[src/rtl/asteroid_pkg.sv]
// Shared constants, FSM encoding and sprite helpers for the asteroid renderer.
package asteroid_pkg;

    localparam logic [8:0]  SCREEN_W    = 9'd160;
    localparam logic [7:0]  SCREEN_H    = 8'd120;
    localparam int          SPRITE_W    = 4;
    localparam int          SPRITE_H    = 4;
    localparam logic [15:0] SPRITE_MASK = 16'b0110_1111_1111_0110;
    localparam logic [2:0]  BLACK       = 3'b000;
    localparam logic [2:0]  BG_COLOUR   = BLACK;

    typedef enum logic [1:0] {
        IDLE   = 2'd0,
        ERASE  = 2'd1,
        DRAW   = 2'd2,
        FINISH = 2'd3
    } state_t;

    // Opacity of the sprite pixel at raster index idx (dx = idx[1:0], dy = idx[3:2]).
    function automatic logic mask_bit(input logic [3:0] idx);
        return SPRITE_MASK[idx];
    endfunction

endpackage

[src/rtl/sprite_scan.sv]
// 4x4 raster scanner: walks the sprite cells and reports each cell's screen
// coordinate, opacity and whether it falls inside the visible area.
module sprite_scan
    import asteroid_pkg::*;
(
    input  logic       clk,
    input  logic       reset,
    input  logic       clr,
    input  logic       en,
    input  logic [7:0] base_x,
    input  logic [6:0] base_y,
    output logic [3:0] cnt,
    output logic [7:0] pix_x,
    output logic [6:0] pix_y,
    output logic       mask,
    output logic       on_screen
);

    logic [3:0] cnt_r;
    logic [8:0] sum_x_s;
    logic [7:0] sum_y_s;

    // Scan counter; wraps 15 -> 0 so the second pass restarts without a clear.
    always_ff @(posedge clk or posedge reset) begin
        if (reset) begin
            cnt_r <= 4'd0;
        end else if (clr) begin
            cnt_r <= 4'd0;
        end else if (en) begin
            cnt_r <= cnt_r + 4'd1;
        end else begin
            cnt_r <= cnt_r;
        end
    end

    // Widened sums so off-screen positions never alias back onto the screen.
    always_comb begin
        sum_x_s = {1'b0, base_x} + {7'd0, cnt_r[1:0]};
        sum_y_s = {1'b0, base_y} + {6'd0, cnt_r[3:2]};
    end

    assign cnt       = cnt_r;
    assign pix_x     = sum_x_s[7:0];
    assign pix_y     = sum_y_s[6:0];
    assign mask      = mask_bit(cnt_r);
    assign on_screen = (sum_x_s < SCREEN_W) && (sum_y_s < SCREEN_H);

endmodule

[src/rtl/asteroid_draw.sv]
// Asteroid sprite renderer: erases the sprite at the old position, redraws it
// at the new one, one registered pixel per cycle to the VGA write port.
module asteroid_draw
    import asteroid_pkg::*;
(
    input  logic       clk,
    input  logic       reset,
    input  logic       start,
    input  logic [7:0] old_x,
    input  logic [6:0] old_y,
    input  logic [7:0] new_x,
    input  logic [6:0] new_y,
    input  logic [2:0] colour,
    output logic [7:0] vga_x,
    output logic [6:0] vga_y,
    output logic [2:0] vga_colour,
    output logic       plot,
    output logic       busy,
    output logic       done
);

    state_t     state_r, state_s;
    logic [7:0] old_x_r, new_x_r, base_x_s, pix_x_s, vga_x_r, vga_x_s;
    logic [6:0] old_y_r, new_y_r, base_y_s, pix_y_s, vga_y_r, vga_y_s;
    logic [2:0] colour_r, vga_colour_r, vga_colour_s;
    logic [3:0] cnt_s;
    logic       mask_s, on_screen_s, accept_s;
    logic       plot_r, plot_s, busy_r, busy_s, done_r, done_s;

    assign accept_s = (state_r == IDLE) && start;
    assign base_x_s = (state_r == DRAW) ? new_x_r : old_x_r;
    assign base_y_s = (state_r == DRAW) ? new_y_r : old_y_r;

    sprite_scan u_scan (
        .clk       (clk),
        .reset     (reset),
        .clr       (state_r == IDLE),
        .en        ((state_r == ERASE) || (state_r == DRAW)),
        .base_x    (base_x_s),
        .base_y    (base_y_s),
        .cnt       (cnt_s),
        .pix_x     (pix_x_s),
        .pix_y     (pix_y_s),
        .mask      (mask_s),
        .on_screen (on_screen_s)
    );

    // FSM state register.
    always_ff @(posedge clk or posedge reset) begin
        if (reset) begin
            state_r <= IDLE;
        end else begin
            state_r <= state_s;
        end
    end

    // FSM next-state logic.
    always_comb begin
        state_s = state_r;
        case (state_r)
            IDLE:    state_s = start ? ERASE : IDLE;
            ERASE:   state_s = (cnt_s == 4'd15) ? DRAW : ERASE;
            DRAW:    state_s = (cnt_s == 4'd15) ? FINISH : DRAW;
            FINISH:  state_s = IDLE;
            default: state_s = IDLE;
        endcase
    end

    // Next values for the registered VGA port and status outputs.
    always_comb begin
        vga_x_s      = vga_x_r;
        vga_y_s      = vga_y_r;
        vga_colour_s = vga_colour_r;
        plot_s       = 1'b0;
        busy_s       = busy_r;
        done_s       = 1'b0;
        case (state_r)
            IDLE: begin
                busy_s = start;
            end
            ERASE, DRAW: begin
                vga_x_s      = pix_x_s;
                vga_y_s      = pix_y_s;
                vga_colour_s = (state_r == DRAW) ? colour_r : BG_COLOUR;
                plot_s       = mask_s && on_screen_s;
                busy_s       = 1'b1;
            end
            FINISH: begin
                busy_s = 1'b0;
                done_s = 1'b1;
            end
            default: begin
                busy_s = 1'b0;
            end
        endcase
    end

    // Output registers.
    always_ff @(posedge clk or posedge reset) begin
        if (reset) begin
            vga_x_r      <= 8'd0;
            vga_y_r      <= 7'd0;
            vga_colour_r <= 3'd0;
            plot_r       <= 1'b0;
            busy_r       <= 1'b0;
            done_r       <= 1'b0;
        end else begin
            vga_x_r      <= vga_x_s;
            vga_y_r      <= vga_y_s;
            vga_colour_r <= vga_colour_s;
            plot_r       <= plot_s;
            busy_r       <= busy_s;
            done_r       <= done_s;
        end
    end

    // Request latches; only an accepted start may update them.
    always_ff @(posedge clk or posedge reset) begin
        if (reset) begin
            old_x_r  <= 8'd0;
            old_y_r  <= 7'd0;
            new_x_r  <= 8'd0;
            new_y_r  <= 7'd0;
            colour_r <= 3'd0;
        end else if (accept_s) begin
            old_x_r  <= old_x;
            old_y_r  <= old_y;
            new_x_r  <= new_x;
            new_y_r  <= new_y;
            colour_r <= colour;
        end else begin
            old_x_r  <= old_x_r;
            old_y_r  <= old_y_r;
            new_x_r  <= new_x_r;
            new_y_r  <= new_y_r;
            colour_r <= colour_r;
        end
    end

    assign vga_x      = vga_x_r;
    assign vga_y      = vga_y_r;
    assign vga_colour = vga_colour_r;
    assign plot       = plot_r;
    assign busy       = busy_r;
    assign done       = done_r;

endmodule

[config.mk]
export PLATFORM = sky130hd
export DESIGN_NAME = asteroid_draw
export DESIGN_NICKNAME = d
export VERILOG_FILES = /design/src/rtl/asteroid_pkg.sv /design/src/rtl/sprite_scan.sv /design/src/rtl/asteroid_draw.sv
export SDC_FILE = /design/constraint.sdc
export NUM_CORES = 1
export LEC_CHECK = 0
export BUFFER_PORTS_ARGS = -buffer_cell sky130_fd_sc_hd__buf_2
export CAP_MARGIN = 20
export CORE_UTILIZATION = 44
export DETAILED_ROUTE_END_ITERATION = 6
export GPL_ROUTABILITY_DRIVEN = 0
export PLACE_DENSITY = 0.68
export SLEW_MARGIN = 40
export SYNTH_ARGS = -nofsm -noshare
export SYNTH_HDL_FRONTEND = slang
export SYNTH_HIERARCHICAL = 1
export SYNTH_SLANG_ARGS = --single-unit
[constraint.sdc]
create_clock -name clk -period 2.43 [get_ports clk]
set_input_delay 0.1215 -clock clk [delete_from_list [all_inputs] [get_ports clk]]
set_output_delay 0.1215 -clock clk [all_outputs]
set_load 0.1 [all_outputs]
# Word-level counts from Yosys, hierarchy flattened
# Memory sizes are Yosys's and may differ from the RTL's.
# Index checks and enable logic that the tools add are counted.
[word_totals] ff_bits=60 latchBits=0 ram_bits=0 romBits=16 out_inout_bits=21 elab_cells=44 mem_count=1
[op_classes] add_sub_neg=3 n_mul=0 div=0 magnitude_cmp=3 eq_ne=4 shift=0 n_mux=13 bitwise=0 n_reduce_logical=7
[mem_list] name="(name not given)" depth=16 word_bits=1 rd=1 rd_clocked_by_memory_dff=0 wr=0 line="asteroid_pkg.sv:21" source="return SPRITE_MASK[idx];"
[op_table] cell="adder 8 x 2 -> 9 bit" n=1
[op_table] cell="less-than comparator 9 x 8 -> 1 bit (second input constant)" n=1
[op_table] cell="adder 7 x 2 -> 8 bit" n=1
[op_table] cell="less-than comparator 8 x 7 -> 1 bit (second input constant)" n=1
[op_table] cell="2-to-1 mux 4 bit" n=2
[op_table] cell="2-to-1 mux 8 bit" n=1
[op_table] cell="case mux 2 bit (4 select lines)" n=1
[op_table] cell="2-to-1 mux 7 bit" n=1
[op_table] cell="less-than comparator 4 x 5 -> 1 bit (second input constant)" n=1
[op_table] cell="2-to-1 mux 1 bit" n=5
[op_table] cell="adder 4 x 1 -> 4 bit (second input constant)" n=1
[op_table] cell="== test 2 bit (second input constant)" n=2
[op_table] cell="== test 4 bit (second input constant)" n=1
[op_table] cell="logical AND 1 bit" n=3
[op_table] cell="2-to-1 mux 3 bit" n=1
[op_table] cell="case mux 1 bit (3 select lines)" n=1
[op_table] cell="== test 2 x 1 -> 1 bit (second input constant)" n=1
[op_table] cell="logical NOT 2 bit" n=1
[op_table] cell="2-to-1 mux 2 bit" n=1
[op_table] cell="nonzero test 2 bit" n=1
[op_table] cell="OR reduction 2 bit" n=1
[op_table] cell="logical OR 1 bit" n=1

# Longest topological paths before layout
# Gate-level depths: netlist of the first run.
[depth] word_depth=7 depth_mapped=13

# Hierarchy
# Netlist of the first run, hierarchy kept.
[modules_own_cells] module="asteroid_draw" instances=1 cells_per_inst=151 area_each_um2=2437.3
[modules_own_cells] module="sprite_scan" instances=1 cells_per_inst=69 area_each_um2=574.3

# Least setup slack after synthesis of the first run
# No wires, ideal clock.
[synth_path] path_kind="register to register" startpoint="register state_r[0]" endpoint="register vga_y_r[6], in the netlist vga_y[6]" setup_ps=125 t_arrival_ps=2483 setup_slack_ps=-179 stages_incl_launch_ff=13 n_path_buf=2 period_less_slack_ps=2609 path_cell_list="dfrtp_1 -> inv_1 -> ha_1 -> buf_4 -> buf_4 -> mux2_2 -> ha_1 -> inv_1 -> fa_1 -> and2b_1 -> nand4_1 -> xnor2_1 -> mux2_2"
[synth_between] elab_chain_cells=3 elab_cells_between_ends=5 classes_between="1 x add/sub; 2 x eq/ne; 1 x mux; 1 x reduce/logical"
[synth_rtl] item="from (decl)" line="asteroid_draw.sv:22" source="state_t state_r, state_s;"
[synth_rtl] item="from (signal assigned)" line="asteroid_draw.sv:53" source="state_r <= state_s;"
[synth_rtl] item="== test 2 bit" line="asteroid_draw.sv:32" source="assign base_y_s = (state_r == DRAW) ? new_y_r : old_y_r;"
[synth_rtl] item="2-to-1 mux 7 bit" line="asteroid_draw.sv:32"
[synth_rtl] item="via base_y_s[0]" line="asteroid_draw.sv:24" source="logic [6:0] old_y_r, new_y_r, base_y_s, pix_y_s, vga_y_r, vga_y_s;"
[synth_rtl] item="adder 7 x 2 -> 8 bit" line="sprite_scan.sv:39" source="sum_y_s = {1'b0, base_y} + {6'd0, cnt_r[3:2]};"
[synth_rtl] item="via pix_y_s[6]" line="asteroid_draw.sv:24"
[synth_rtl] item="to (signal assigned)" line="asteroid_draw.sv:109" source="vga_y_r <= vga_y_s;"
[synth_rtl] item="to (decl)" line="asteroid_draw.sv:24"
# The timed path passes the listed nets, and every way through them passes these cells.
# A chain may end at the register's enable or synchronous reset.

==> results of run 1 <==
## cells in the mapped netlist (all sizes together)
| cell type | number | area (sq um) |
|---|---|---|
| xnor2 | 11 | 96.34 |
| o21ai | 5 | 25.02 |
| nor4 | 1 | 6.260 |
| fa | 2 | 40.04 |
| inv | 17 | 63.81 |
| o22ai | 1 | 6.260 |
| and3 | 2 | 12.51 |
| a21o | 2 | 15.01 |
| nor3b | 1 | 7.510 |
| nand3 | 5 | 25.02 |
| dfrtp | 60 | 1501 |
| nor2 | 6 | 22.52 |
| mux2i | 3 | 30.03 |
| a21oi | 1 | 5.000 |
| nand2b | 2 | 20.02 |
| buf | 7 | 61.30 |
| nand4bb | 1 | 11.26 |
| and2b | 1 | 7.510 |
| and2 | 1 | 6.260 |
| ha | 9 | 112.6 |
| a2111oi | 1 | 15.01 |
| nand4 | 4 | 25.02 |
| nor3 | 1 | 5.000 |
| mux2 | 63 | 814.5 |
| xor2 | 4 | 35.03 |
| nand2 | 9 | 41.29 |
## kinds of logic (layout without fill, tap and decap cells)
logic type	count (synthesis)	after routing
simple gates	34	34
mux	66	66
fa+ha+maj	11	11
compound gates	10	10
xor+xnor	15	15
buf+inv	24	107
flops	60	60
## worst paths after layout
kind / cells past startpoint / endpoint / startpoint
min in group asynchronous: 3 / u_scan/cnt[1]$_DFFE_PP0P_ / reset
max in group asynchronous: 4 / vga_x[7]$_DFFE_PP0P_ / reset
max reg2reg: 9 / vga_x[6]$_DFFE_PP0P_ / flop
max: 9 / vga_x[6]$_DFFE_PP0P_ / flop
min reg2reg: 1 / vga_x[1]$_DFFE_PP0P_ / vga_x[1]$_DFFE_PP0P_
min: 2 / colour_r[1]$_DFFE_PP0P_ / colour[1]
## flip-flops by register name, summed over array words and instances, names as in the netlist, named ones only
register	flops
vga_y	7
new_y_r	7
done	1
plot	1
busy	1
colour_r	3
vga_x	8
vga_colour	3
u_scan/cnt	4
new_x_r	8
old_y_r	7
state_r	1
old_x_r	8
## area by class of cell
cell class                      count  area, sq um  area share [%]
Multi-Input combinational cell    136         1444           38.36
Tap cell                           77        96.34           2.560
Clock inverter                      1        5.005          0.1330
Clock buffer                       14        182.7           4.854
Timing Repair Buffer               75        470.5           12.50
Inverter                           17        63.81           1.695
Sequential cell                    60         1501           39.89
## timing repair
action | in CTS | in global routing
setup endpoints to repair | 3 | 3
hold buffers | 9 | 0
pin swaps | 0 | 6
gates resized for setup | 2 | 9
setup buffers | 0 | 4
hold endpoints to repair | 40 | 0
## power breakdown
part	total (mW)	switching (mW)	internal, mW
Sequential	1.60	0.217	1.38
Clock	0.840	0.366	0.475
Combinational	2.59	1.66	0.930
Total	5.03	2.24	2.79
## per-stage QoR
| step | power, mW | cell area, sq um | util [%] | TNS [ns] |
|---|---|---|---|---|
| finish | 5.028 | 3764 | 57.95 | 0 |
| global route | 5.269 | 3764 | 57.95 | -0.005862 |
| CTS | 5.036 | 3714 | 57.18 | 0 |
| detailed placement | 4.155 | 3423 | 52.71 | -0.07704 |
| global placement | 4.129 | 3423 | 52.71 | 0 |
| floorplan | 3.711 | 3045 | - | -0.08773 |
## layer usage
| layer | GRT usage, % | up-vias | share of wire (%) |
|---|---|---|---|
| met5 | 0 | - | 0 |
| met4 | 10.63 | 0 | 2.3 |
| met3 | 3.343 | 7 | 3.0 |
| met2 | 26.46 | 31 | 48 |
| met1 | 21.73 | 928 | 46 |
| li1 | - | 916 | - |
==> run metrics, run 1 <==
final setup violating endpoints 0; period utilisation layout 94.14%; Worst-Skew Late Latency 0.33 ns; syn_area_per_cell 13.69 sq um; Final Hold Vio Count 0; Fill cells 528; largest net degree at the start of global routing 36; CTS tree built; Seq/Total Area, Yosys 49.85%; die area 7179 sq um; commonest non-fill, non-tap cells in the layout dfrtp_1 (60), buf_2 (56), mux2_2 (33), mux2_4 (30); outcome complete, no violations; Worst Hold Class in2reg; DRC 0; Worst Path Arrival 2.51 ns; DIE HEIGHT 84.73 microns; Rows 29; RSZ-0062 raised after global routing true; Area Growth Syn to Fin 24.97%; Worst IR Drop VDD 590.2 uV; commonest non-fill, non-tap cell in the layout dfrtp_1; clock sink count 60; Slew headroom 58.51%; Non-Filler Instances 380; cell family with most CP delay adder cells; IO buf count 56; Placed Instances 352; Distinct cells, synth 31; width of the chip 84.73 microns; fraction of layout cells with a size suffix above 1 52.48%; startpoint types flop; Simple-Gate Fraction of Synth Area 6.315%; Post-DP HPWL 3886 microns; maximum clock skew at final layout 0.004466 ns; max cap viols 0; io pins 57; critical-path cell list ha_4, mux2_2, ha_1, inv_2, fa_2, buf_4, nor3b_2, xor2_1, mux2_2; CP bufs+invs 2; worst-margin pin slew 0.6218 ns; xor/xnor share of the synthesized area 4.362%; Iteration-0 DRC Markers 49; critical path peak fanout 6; # diodes 0; via count 1,882; Yosys warnings 6; most common cell type on the critical path mux2_2; Crit path required time 2.65 ns; Compound-Gate Fraction of Synth Area 2.202%; R2R setup slack 0.14 ns; clock-pin slew on the worst setup and hold paths 0.06 ns; Crit. End Element flop; critical path class reg2reg; Post-Syn Nets 267; antenna violations before repair 0; Slowest Stage Delay on Critical Path 0.43 ns; Adder-Cell Fraction of Synth Area 5.069%; Placement Setup Slack -0.07074 ns; highest clock rate 437.2 MHz; Clock Path Buffers 2; vias in the first global route 1,932; Post-Route WL 5618 microns; GRT overflow 0; post-route minimum period 2.288 ns; Worst Setup Slack, final 0.1425 ns; clock root cell clkbuf_8; Leakage Power 1.847 nW; power per cell area 1336 nW/um^2; post-synthesis cell count 220; final hold slack 0.01586 ns; Num CTS Buffers 9; cell area after synthesis 3012 sq um; fin. max-slew vios 0; Synth Register Bits 60; Final #Nets 346; core area 6495 sq um; largest family of logic cells by synthesized area multiplexers; 1st-pass router iterations 6; first-pass GRT wire length 9197 microns; H-tree levels 3; Avg WL per Cell 14.78 microns; worst-path cell with the longest stage delay dfrtp_1; post-synthesis mux area share 28.04%; Total GRT Usage 16.95%; routed vias/inst 4.953; ANT nets after route 0; initial core utilization 46.37%
(Power assumes the default switching activity.)
==> inputs of run 2 (changes only) <==
--- a/config.mk
+++ b/config.mk
@@ -10,7 +10,7 @@
 export CORE_UTILIZATION = 44
 export DETAILED_ROUTE_END_ITERATION = 6
 export GPL_ROUTABILITY_DRIVEN = 0
-export PLACE_DENSITY = 0.68
+export PLACE_DENSITY = 0.75
 export SLEW_MARGIN = 40
 export SYNTH_ARGS = -nofsm -noshare
 export SYNTH_HDL_FRONTEND = slang
==> run metrics, run 2 (synthesis gave the netlist of run 1 again) <==
placed cell areas 3411 sq um (-0.37%); # diodes 0 (unchanged); Post-Route WL 5742 microns (+2.2%); initial core utilization 46.37% (unchanged); die area 7179 sq um (unchanged); Area Growth Syn to Fin 27.96%; critical path class reg2reg; fin util 59.33% (+1.4 points); H-tree levels 3 (unchanged); Leakage Power 1.883 nW (+2.0%); DRC 2 (+2); post-route minimum period 2.317 ns (+0.02942 ns); max cap viols 0 (unchanged); fin. max-slew vios 0 (unchanged); Slowest Stage Delay on Critical Path 0.38 ns (-0.05 ns); highest clock rate 431.6 MHz (-1.3%); GRT overflow 0 (unchanged); Worst Hold Class in2reg; Crit. End Element flop; final hold slack 0.01625 ns (+0.0003903 ns); worst-margin pin slew 0.6055 ns (-0.01636 ns); Placement Setup Slack -0.02048 ns (+0.05026 ns); critical-path cell list inv_2, ha_4, mux2_2, ha_1, inv_1, fa_2, inv_1, and3_1, xor2_1, mux2_2; antenna violations before repair 0 (unchanged); startpoint types flop; Post-DP HPWL 4038 microns (+3.9%); DIE HEIGHT 84.73 microns (unchanged); via count 1,909 (+1.4%); Worst-Skew Late Latency 0.34 ns (about the same); Total GRT Usage 17.87% (+0.93 points); fraction of layout cells with a size suffix above 1 48.87% (-3.6 points); Worst Path Arrival 2.54 ns (+0.03 ns); worst-path cell with the longest stage delay dfrtp_1; Worst IR Drop VDD 778.0 uV (+32%); maximum clock skew at final layout 0.005493 ns (+0.001027 ns); RSZ-0062 raised after global routing false; vias in the first global route 2,044 (+5.8%); ANT nets after route 0 (unchanged); Final Hold Vio Count 0 (unchanged); Iteration-0 DRC Markers 72 (+47%); first-pass GRT wire length 9860 microns (+7.2%); period utilisation layout 95.35% (+1.2 points); failing checks DRC; final setup violating endpoints 0 (unchanged); critical path peak fanout 8 (+2); width of the chip 84.73 microns (unchanged); commonest non-fill, non-tap cell in the layout dfrtp_1; Final #Nets 353 (+2.0%); CTS tree built; 1st-pass router iterations 7 (+1); IO buf count 56 (unchanged); Avg WL per Cell 14.80 microns (about the same); Rows 29 (unchanged); io pins 57 (unchanged); Pwr Total 5.247 mW (+4.4%); clock sink count 60 (unchanged); Slew headroom 59.63% (+1.1 points); commonest non-fill, non-tap cells in the layout dfrtp_1 (60), buf_2 (56), mux2_2 (34), mux2_4 (29), dlygate4sd3_1 (19); Clock Path Buffers 2 (unchanged); Fill cells 511 (-3.2%); Worst Setup Slack, final 0.1130 ns (-0.02942 ns); power per cell area 1362 nW/um^2 (+1.9%); clock root cell clkbuf_8; Num CTS Buffers 9 (unchanged); largest net degree at the start of global routing 36 (unchanged); outcome finished with violations; Design Area, Final 3854 sq um (+2.4%); clock-pin slew on the worst setup and hold paths 0.07 ns (about the same); core area 6495 sq um (unchanged); routed vias/inst 4.920 (-0.66%); Crit path required time 2.65 ns (about the same)
[run 2: cell types whose count changed in the layout (fill, tap and decap cells not counted), sizes merged]
| cell | previous run | this run |
|---|---|---|
| clkinv | 1 | 2 |
| buf | 66 | 63 |
| dlygate4sd3 | 9 | 19 |
| clkbuf | 14 | 11 |
| bufinv | 0 | 3 |
[run 2: worst paths after layout]
check	to	slack, ns	cells past startpoint	start
setup / recovery	vga_x[4]$_DFFE_PP0P_	0.11	10	state_r[0]$_DFF_PP0_
hold / removal	new_y_r[5]$_DFFE_PP0P_	0.02	2	new_y[5]
setup reg to reg	vga_x[4]$_DFFE_PP0P_	0.11	10	state_r[0]$_DFF_PP0_
hold reg to reg	vga_x[5]$_DFFE_PP0P_	0.50	1	vga_x[5]$_DFFE_PP0P_
max in group asynchronous	vga_x[4]$_DFFE_PP0P_	1.38	4	reset
min in group asynchronous	u_scan/cnt[2]$_DFFE_PP0P_	0.23	3	reset
[run 2: layout make-up]
cell class	count	area [sq um]	share of cell area (%)
Inverter	17	63.81	1.656
Timing Repair Buffer	82	535.5	13.90
Tap cell	77	96.34	2.500
Clock buffer	11	131.4	3.409
Clock inverter	5	100.1	2.597
Multi-Input combinational cell	136	1425	36.98
Sequential cell	60	1501	38.96
[run 2: metrics by stage]
| stage | TNS, ns | instances |
|---|---|---|
| floorplan | -0.08773 | 220 |
| detailed placement | -0.02048 | 352 |
| global route | 0 | 388 |
| finish | 0 | 388 |
| CTS | 0 | 387 |
| global placement | 0 | 352 |
[run 2: repair_timing]
action,4_1_cts,5_1_grt
hold endpoints to repair,44,0
pin swaps,0,4
setup buffers,0,1
setup endpoints to repair,2,3
gates resized for setup,1,3
hold buffers,19,0
[run 2: worst max-delay path: cells and delay by family (launching register included)]
| family | cells | cell delay, ns |
|---|---|---|
| flops | 1 | 0.38 |
| buf+inv | 3 | 0.23 |
| fa+ha+maj | 3 | 0.65 |
| simple gates | 1 | 0.18 |
| xor+xnor | 1 | 0.14 |
| mux | 2 | 0.61 |
[run 2: where the power goes]
group / internal, mW / leakage, nW / total (mW) / switching (mW)
clock: 0.679 / 0.117 / 1.07 / 0.388
sequential: 1.38 / 0.723 / 1.61 / 0.226
combinational: 0.922 / 1.04 / 2.57 / 1.65
total: 2.98 / 1.88 / 5.25 / 2.26
[run 2: layer usage]
metal / part of all wire (%) / up-vias / GRT usage (%)
met5: 0 / - / 0
met2: 48 / 36 / 28.75
met3: 3.2 / 7 / 5.408
met4: 1.1 / 0 / 6.009
li1: - / 923 / -
met1: 48 / 943 / 23.08
==> inputs of run 3 (changes only) <==
--- a/config.mk
+++ b/config.mk
@@ -10,9 +10,10 @@
 export CORE_UTILIZATION = 44
 export DETAILED_ROUTE_END_ITERATION = 6
 export GPL_ROUTABILITY_DRIVEN = 0
-export PLACE_DENSITY = 0.75
+export PLACE_DENSITY = 0.68
 export SLEW_MARGIN = 40
 export SYNTH_ARGS = -nofsm -noshare
 export SYNTH_HDL_FRONTEND = slang
 export SYNTH_HIERARCHICAL = 1
 export SYNTH_SLANG_ARGS = --single-unit
+export TNS_END_PERCENT = 30
==> run metrics, run 3 (synthesis gave the netlist of run 1 again) <==
commonest non-fill, non-tap cells in the layout dfrtp_1 (60), buf_2 (56), mux2_2 (34), mux2_4 (29), inv_1 (13); Crit path required time 2.64 ns (about the same); vias in the first global route 1,984 (-2.9%); final hold slack 0.02388 ns (+0.007634 ns); R2R setup slack 0.09 ns (-0.02 ns); number of cells on the worst reg-to-reg path 10 (unchanged); critical-path cell list inv_2, ha_4, buf_4, mux2_2, ha_1, a21o_1, nand4bb_1, a21oi_1, a2111oi_2, and3_1; clock network power share 14.7% (-5.6 points); Worst-Skew Late Latency 0.32 ns (-0.02 ns); post-route minimum period 2.335 ns (+0.01823 ns); Int Power 2.651 mW (-11%); routed vias/inst 4.984 (+1.3%); cell family with most CP delay adder cells; 1st-pass router iterations 6 (-1); crit path launch state_r[0]$_DFF_PP0_; max cap viols 0 (unchanged); Worst IR Drop VDD 634.7 uV (-18%); Worst Setup Slack, final 0.09481 ns (-0.01823 ns); # diodes 0 (unchanged); antenna violations before repair 0 (unchanged); GRT busiest layer met2; FF-to-FF Start state_r[0]$_DFF_PP0_; worst-path cell with the longest stage delay dfrtp_1; Crit. End Element flop; Post-DP HPWL 3877 microns (-4.0%); Psw 2.197 mW (-3.0%); clock sink count 60 (unchanged); fin. max-slew vios 0 (unchanged); power per cell area 1344 nW/um^2 (-1.3%); Post-Route WL 5475 microns (-4.6%); met2 GRT Util 26.76% (-2.0 points); CP endpoint plot$_DFF_PP0_; Iteration-0 DRC Markers 91 (+26%); met3 Use GR 3.245% (-2.2 points); Worst Path Arrival 2.55 ns (about the same); width of the chip 84.73 microns (unchanged); largest net degree at the start of global routing 36 (unchanged); Clock Path Buffers 2 (unchanged); GRT overflow 0 (unchanged); Avg WL per Cell 14.84 microns (+0.26%); maximum clock skew at final layout 0.004046 ns (-0.001447 ns); H-tree levels 3 (unchanged); io pins 57 (unchanged); Final #Nets 338 (-4.2%); period utilisation layout 96.10% (+0.75 points); commonest non-fill, non-tap cell in the layout dfrtp_1; sw frac 45.31% (+2.2 points); combinational power share 52.1% (+3.1 points); M1 GR Usage 22.75% (-0.33 points); via count 1,839 (-3.7%); clock root cell clkbuf_8; DIE HEIGHT 84.73 microns (unchanged); clock-pin slew on the worst setup and hold paths 0.06 ns (about the same); Num CTS Buffers 9 (unchanged); worst-margin pin slew 0.6163 ns (+0.01082 ns); highest clock rate 428.2 MHz (-0.78%); Slowest Stage Delay on Critical Path 0.39 ns (about the same); final setup violating endpoints 0 (unchanged); die area 7179 sq um (unchanged); Flop pwr share 33.2% (+2.6 points); CTS tree built; Slew headroom 58.91% (-0.72 points); critical path peak fanout 6 (-2); Placement Setup Slack -0.02454 ns (-0.004055 ns); core area 6495 sq um (unchanged); DRC 1 (-1); Crit Reg-Reg Endpoint plot$_DFF_PP0_; Worst Hold Class in2reg; failing checks DRC; first-pass GRT wire length 9453 microns (-4.1%); fin util 55.54% (-3.8 points); Crit path depth 10 (unchanged); Area Growth Syn to Fin 19.78%; Final Hold Vio Count 0 (unchanged); Rows 29 (unchanged); ANT nets after route 0 (unchanged); critical path class reg2reg; Pwr Total 4.848 mW (-7.6%); startpoint types flop; Leakage Power 1.782 nW (-5.4%); fraction of layout cells with a size suffix above 1 52.05% (+3.2 points); CP bufs+invs 2 (-1); IO buf count 56 (unchanged); initial core utilization 46.37% (unchanged); Total GRT Usage 17.23% (-0.65 points); RSZ-0062 raised after global routing false; outcome finished with violations
==> run 3: metal layers <==
| metal | wire, microns | up-vias | part of all wire, % |
|---|---|---|---|
| met5 | 0 | - | 0 |
| met4 | 162 | 0 | 3.0 |
| met3 | 151 | 13 | 2.8 |
| met2 | 2530 | 40 | 46 |
| met1 | 2631 | 892 | 48 |
| li1 | - | 894 | - |
==> run 3: stage by stage <==
step                instances  area, sq um   TNS, ns
global route              369         3607         0
CTS                       366         3583         0
floorplan                 220         3045  -0.09019
global placement          353         3418         0
detailed placement        353         3418  -0.02454
finish                    369         3607         0
==> run 3: power by group through the flow <==
| stage | combinational, mW | clock, mW | sequential [mW] |
|---|---|---|---|
| CTS | 2.54 | 0.733 | 1.61 |
| finish | 2.53 | 0.712 | 1.61 |
| detailed placement | 2.53 | 0 | 1.62 |
| global placement | 2.50 | 0 | 1.62 |
| floorplan | 1.13 | 0 | 2.58 |
| global route | 2.67 | 0.776 | 1.66 |
==> run 3: worst min path at each step <==
| stage | start | to | slack [ns] | cells after the start |
|---|---|---|---|---|
| finish | new_y[2] | new_y_r[2]$_DFFE_PP0P_ | 0.02 | 2 |
| global route | new_y[0] | new_y_r[0]$_DFFE_PP0P_ | 0.02 | 2 |
| CTS | old_y[1] | old_y_r[1]$_DFFE_PP0P_ | 0.01 | 2 |
| detailed placement | reset | u_scan/cnt[2]$_DFFE_PP0P_ | 0.04 | 2 |
| global placement | reset | u_scan/cnt[2]$_DFFE_PP0P_ | 0.03 | 2 |
| floorplan | reset | u_scan/cnt[0]$_DFFE_PP0P_ | -0.11 | 1 |
==> run 3: final cells by class <==
cell class                 instances  area [sq um]
tap                               77         96.34
inverter                          17         63.81
multi-input combinational        136          1425
clock buffer                      12         145.1
sequential                        60          1501
timing repair buffer              67         375.4
fill                             572          2888
==> run 3: repair_timing <==
item / 4_1_cts / 5_1_grt
endpoints found under the hold margin: 24 / 0
pin swaps: 0 / 2
hold buffers: 1 / 0
buffers inserted: 0 / 3
gates resized for setup: 1 / 4
setup endpoints to repair: 2 / 4
